<file path="src/rtl/cpu_loader_pkg.sv">
// Shared types and defaults for the CPU front-panel loader.
package cpu_loader_pkg;

    localparam int BYTE_W        = 8;
    localparam int DEF_PULSE_CYC = 4;
    localparam int DEF_GAP_CYC   = 4;

    typedef enum logic [3:0] {
        IDLE, GET_A, DRV_A, GAP_A, GET_D, DRV_D, GAP_D,
        CHK, EXEC, GAP_X, RUN, FEED, GAP_F
    } state_t;

    function automatic logic is_pulse(input state_t s);
        return (s == DRV_A) || (s == DRV_D) || (s == EXEC) || (s == FEED);
    endfunction

    function automatic logic is_gap(input state_t s);
        return (s == GAP_A) || (s == GAP_D) || (s == GAP_X) || (s == GAP_F);
    endfunction

endpackage

</file>
<file path="src/rtl/cpu_loader_strobe_timer.sv">
// Phase timer shared by every strobe pulse and gap: reload on phase entry, count down, done at zero.
module strobe_timer
    import cpu_loader_pkg::*;
#(
    parameter int PULSE_CYC = DEF_PULSE_CYC,
    parameter int GAP_CYC   = DEF_GAP_CYC
) (
    input  logic clk,
    input  logic reset,
    input  logic load,
    input  logic sel_gap,
    output logic done
);

    localparam int MAX_CYC = (PULSE_CYC > GAP_CYC) ? PULSE_CYC : GAP_CYC;
    localparam int TW      = $clog2(MAX_CYC + 1);

    logic [TW-1:0] cnt;

    // Loading length-1 makes a phase last exactly its length, counting the entry cycle.
    always_ff @(posedge clk) begin
        if (reset) begin
            cnt <= '0;
        end else if (load) begin
            cnt <= sel_gap ? TW'(GAP_CYC - 1) : TW'(PULSE_CYC - 1);
        end else if (cnt != '0) begin
            cnt <= cnt - TW'(1);
        end
    end

    assign done = (cnt == '0);

endmodule

</file>
<file path="src/rtl/cpu_loader.sv">
// Front-panel loader: streams (addr,data) pairs into CPU memory, starts it, and feeds its input requests.
// Optional checksum byte after the last pair is enabled by defining CPU_LOADER_CHECKSUM_EN.
module cpu_loader
    import cpu_loader_pkg::*;
#(
    parameter int PULSE_CYC = DEF_PULSE_CYC,
    parameter int GAP_CYC   = DEF_GAP_CYC,
    parameter int CNT_W     = 8
) (
    input  logic              i_clk,
    input  logic              i_reset,
    input  logic [BYTE_W-1:0] i_rx_data,
    input  logic              i_rx_valid,
    output logic              o_rx_ready,
    output logic [BYTE_W-1:0] o_data_out,
    output logic              o_load_addr,
    output logic              o_load_data,
    output logic              o_execute,
    output logic              o_input_taken,
    input  logic              i_cpu_waiting,
    input  logic              i_cpu_take_input,
    output logic              o_busy,
    output logic              o_running,
    output logic              o_error
);

`ifdef CPU_LOADER_CHECKSUM_EN
    localparam state_t LOAD_END = CHK;
`else
    localparam state_t LOAD_END = EXEC;
`endif

    state_t           state, next_state;
    logic             accept;
    logic             tmr_load, tmr_gap, tmr_done;
    logic [CNT_W-1:0] remaining;

`ifdef CPU_LOADER_CHECKSUM_EN
    logic [BYTE_W-1:0] csum;
    logic              chk_ok;
    assign chk_ok = (i_rx_data == csum);
`endif

    strobe_timer #(
        .PULSE_CYC(PULSE_CYC),
        .GAP_CYC  (GAP_CYC)
    ) u_timer (
        .clk    (i_clk),
        .reset  (i_reset),
        .load   (tmr_load),
        .sel_gap(tmr_gap),
        .done   (tmr_done)
    );

    always_comb begin
        o_rx_ready = 1'b0;
        case (state)
            IDLE, GET_A, GET_D, CHK: o_rx_ready = 1'b1;
            RUN:                     o_rx_ready = i_cpu_take_input;
            default:                 o_rx_ready = 1'b0;
        endcase
        if (i_reset) o_rx_ready = 1'b0;
        accept = o_rx_ready && i_rx_valid;

        next_state = state;
        case (state)
            IDLE:  if (accept) next_state = (i_rx_data != '0) ? GET_A : LOAD_END;
            GET_A: if (accept) next_state = DRV_A;
            DRV_A: if (tmr_done) next_state = GAP_A;
            GAP_A: if (tmr_done) next_state = GET_D;
            GET_D: if (accept) next_state = DRV_D;
            DRV_D: if (tmr_done) next_state = GAP_D;
            GAP_D: if (tmr_done) next_state = (remaining == CNT_W'(1)) ? LOAD_END : GET_A;
`ifdef CPU_LOADER_CHECKSUM_EN
            CHK:   if (accept) next_state = chk_ok ? EXEC : IDLE;
`endif
            EXEC:  if (tmr_done) next_state = GAP_X;
            GAP_X: if (tmr_done) next_state = RUN;
            // A pending input request keeps the CPU in RUN even if it also reports waiting.
            RUN: begin
                if (i_cpu_take_input) begin
                    if (accept) next_state = FEED;
                end else if (i_cpu_waiting) begin
                    next_state = IDLE;
                end
            end
            FEED:  if (tmr_done) next_state = GAP_F;
            GAP_F: if (tmr_done) next_state = RUN;
            default: next_state = IDLE;
        endcase

        tmr_load = (next_state != state) && (is_pulse(next_state) || is_gap(next_state));
        tmr_gap  = is_gap(next_state);
    end

    // Strobes follow the state one cycle late so o_data_out is settled a full cycle before each rise.
    always_ff @(posedge i_clk) begin
        if (i_reset) begin
            state         <= IDLE;
            o_data_out    <= '0;
            remaining     <= '0;
            o_load_addr   <= 1'b0;
            o_load_data   <= 1'b0;
            o_execute     <= 1'b0;
            o_input_taken <= 1'b0;
        end else begin
            state         <= next_state;
            o_load_addr   <= (state == DRV_A);
            o_load_data   <= (state == DRV_D);
            o_execute     <= (state == EXEC);
            o_input_taken <= (state == FEED);
            if (accept && (state == GET_A || state == GET_D || state == RUN))
                o_data_out <= i_rx_data;
            if (accept && state == IDLE)
                remaining <= CNT_W'(i_rx_data);
            else if (state == GAP_D && tmr_done)
                remaining <= remaining - CNT_W'(1);
        end
    end

`ifdef CPU_LOADER_CHECKSUM_EN
    always_ff @(posedge i_clk) begin
        if (i_reset) begin
            csum    <= '0;
            o_error <= 1'b0;
        end else if (accept) begin
            if (state == IDLE) csum <= i_rx_data;
            else if (state == GET_A || state == GET_D) csum <= csum + i_rx_data;
            if (state == CHK && !chk_ok) o_error <= 1'b1;
        end
    end
`else
    assign o_error = 1'b0;
`endif

    assign o_busy    = (state != IDLE);
    assign o_running = (state == RUN) || (state == FEED);

endmodule

</file>
<file path="config.mk">
export PLATFORM = sky130hd
export DESIGN_NAME = cpu_loader
export DESIGN_NICKNAME = d
export VERILOG_FILES = /design/src/rtl/cpu_loader_pkg.sv /design/src/rtl/cpu_loader_strobe_timer.sv /design/src/rtl/cpu_loader.sv
export SDC_FILE = /design/constraint.sdc
export NUM_CORES = 1
export LEC_CHECK = 0
export ABC_CLOCK_PERIOD_IN_PS = 3200
export CELL_PAD_IN_SITES_DETAIL_PLACEMENT = 0
export CELL_PAD_IN_SITES_GLOBAL_PLACEMENT = 1
export CORE_ASPECT_RATIO = 0.75
export CORE_MARGIN = 5
export CORE_UTILIZATION = 39
export CTS_CLUSTER_SIZE = 14
export DETAILED_ROUTE_END_ITERATION = 10
export HOLD_SLACK_MARGIN = 0.12
export PLACE_DENSITY = 0.84
export SLEW_MARGIN = 0
export SYNTH_ARGS = -nofsm -noshare
export SYNTH_HDL_FRONTEND = slang
export SYNTH_HIERARCHICAL = 1
export SYNTH_SLANG_ARGS = --single-unit
</file>
<file path="constraint.sdc">
create_clock -name i_clk -period 3.2 [get_ports i_clk]
set_clock_uncertainty 0.15 [all_clocks]
set_input_delay 0.32 -clock i_clk [delete_from_list [all_inputs] [get_ports i_clk]]
set_output_delay 0.32 -clock i_clk [all_outputs]
set_load 0.01 [all_outputs]
</file>
==> out/metrics.csv <==
metric,value,unit
dpl.hpwl,2890,um
drive_gt1_share,7.51,%
final_cell_mix,"27 x clkdlybuf4s50_1, 27 x dfxtp_1, 21 x nor2_1",
antenna_found_initial,0,
first_pass_iters,4,
crit_path_start_kind,flip-flop,
power.density,517,mW/mm^2
rows,20,
post-cts-setup-buffers,0,
root_buffer,clkbuf_8,
via_per_inst,5.43,
grt_pass1_vias,1309,
grt_max_degree,30,
clk_pin_slew_worst_paths,0.09,ns
portBuffers,27,
cts_buffer_depth,2,
setup_viol,0,
htreeDepth,1,
die_w,84.1,um
holdPathStages,2,
cts_resized,0,
slowest_stage,a222oi_1,
die_h,65.6,um
syn_area,0.00161,mm^2
worstRegToRegCells,10,
ys_warn_count,6,
wl_per_cell,14.3,um
power,0.00102,W
max_freq,349,MHz
worstSkewPairLatency,0.27,ns
final_util,49.1,%
syn-instance-count,189,
vias,1454,
grtUsageTotal,14.0,%
worst_slew_margin_rel,63.6,%
path_class,reg -> reg,
avgSynthCellArea,8.49,um^2
cts_tree,done,
final_antenna_net_count,0,
diodes,0,
grt_pass1_wl,6400,um
syn_to_final_growth,22.4,%
initial_core_util,40.1,%
drcViolationCount,0,
slew_viol_final,0,
synth_nets,206,
postCtsHoldBufs,0,
cp-end-kind,flip-flop,
cp_common_cell,inv_1,
hold_viol,0,
nNetsFinal,231,
status,completed,
rsz0062_at_grt,false,
cp.required,3.23,ns
p_leak,0.736,nW
cts_num_sinks,27,
slowest_delay,0.54,ns
drtIter0Drc,120,
tightest_slew,0.545,ns
overflow,0,
finalCritPeriodShare,89.5,%
drv_cap,0,
fin_tns_setup,0,ns
cp.arrival,2.89,ns
place_congestion,0.870,
worst-path-max-fanout,8,
die-area,0.00551,mm^2
worstHoldPathType,reg -> reg,
finalCriticalPeriod,2.86,ns
crit_chain,inv_1 -> ha_1 -> nand2b_1 -> inv_1 -> and3_1 -> a222oi_1 -> o22ai_1 -> a221oi_2 -> nor4b_1 -> a311oi_1,
core_area,0.00400,mm^2
ios,29,
cts_made_buffers,3,
max-vdd-ir-drop,0.000210,V
routed_wl,3840,um
[final cells by class]
| cell class | instances | area, um^2 |
|---|---|---|
| Fill cell | 393 | 2040 |
| Clock buffer | 4 | 45.0 |
| Sequential cell | 27 | 541 |
| Multi-Input combinational cell | 140 | 962 |
| Tap cell | 55 | 68.8 |
| Inverter | 9 | 33.8 |
| Timing Repair Buffer | 33 | 315 |
[state kept, by name, indices dropped and copies added, names as in the netlist]
name / cells
state: 4
o_data_out: 8
u_timer/cnt: 3
o_input_taken: 1
o_load_data: 1
o_load_addr: 1
o_execute: 1
remaining: 8
[path summary, 6_finish.rpt]
| path | from | endpoint | slack (ns) |
|---|---|---|---|
| worst max-delay path | u_timer/cnt[0] | u_timer/cnt[1] | 0.34 |
| worst min-delay path | o_data_out[3] | o_data_out[3] | 0.35 |
| worst max register to register | u_timer/cnt[0] | u_timer/cnt[1] | 0.34 |
| worst min register to register | o_data_out[3] | o_data_out[3] | 0.35 |
[through the flow]
step	setup slack, ns	std cells	cell area, um^2	hold slack [ns]
detailed placement	0.158	264	1920	0.335
global placement	0.278	264	1920	0.335
global route	0.175	268	1970	0.401
finish	0.336	268	1970	0.350
CTS	0.330	268	1970	0.356
floorplan	0.550	189	1610	0.235
[where the power goes]
group          internal (W)  total, W  switching, W
registers          0.000374  0.000407     0.0000330
clock network     0.0000891  0.000190      0.000101
logic              0.000190  0.000418      0.000228
total              0.000653   0.00102      0.000362
[critical path: cells and delay by family (launching register included)]
family	cells	cell delay (ns)
AOI/OAI and AO/OA	4	1.43
adders and majority gates	1	0.23
buffers and inverters	2	0.13
DFF	1	0.36
and+or+nand+nor	3	0.47
[metal layers]
metal  wire length [um]  part of all wire (%)  up-vias  global-route usage, %
met5                  0                     0        -                      0
met4                 38                  0.99        0                   3.21
met3                160                   4.2        4                   2.38
met2               1640                    43       38                   20.7
met1               2000                    52      674                   21.2
li1                   -                     -      738                      -
Note: power is estimated with default switching activity, not from simulation.
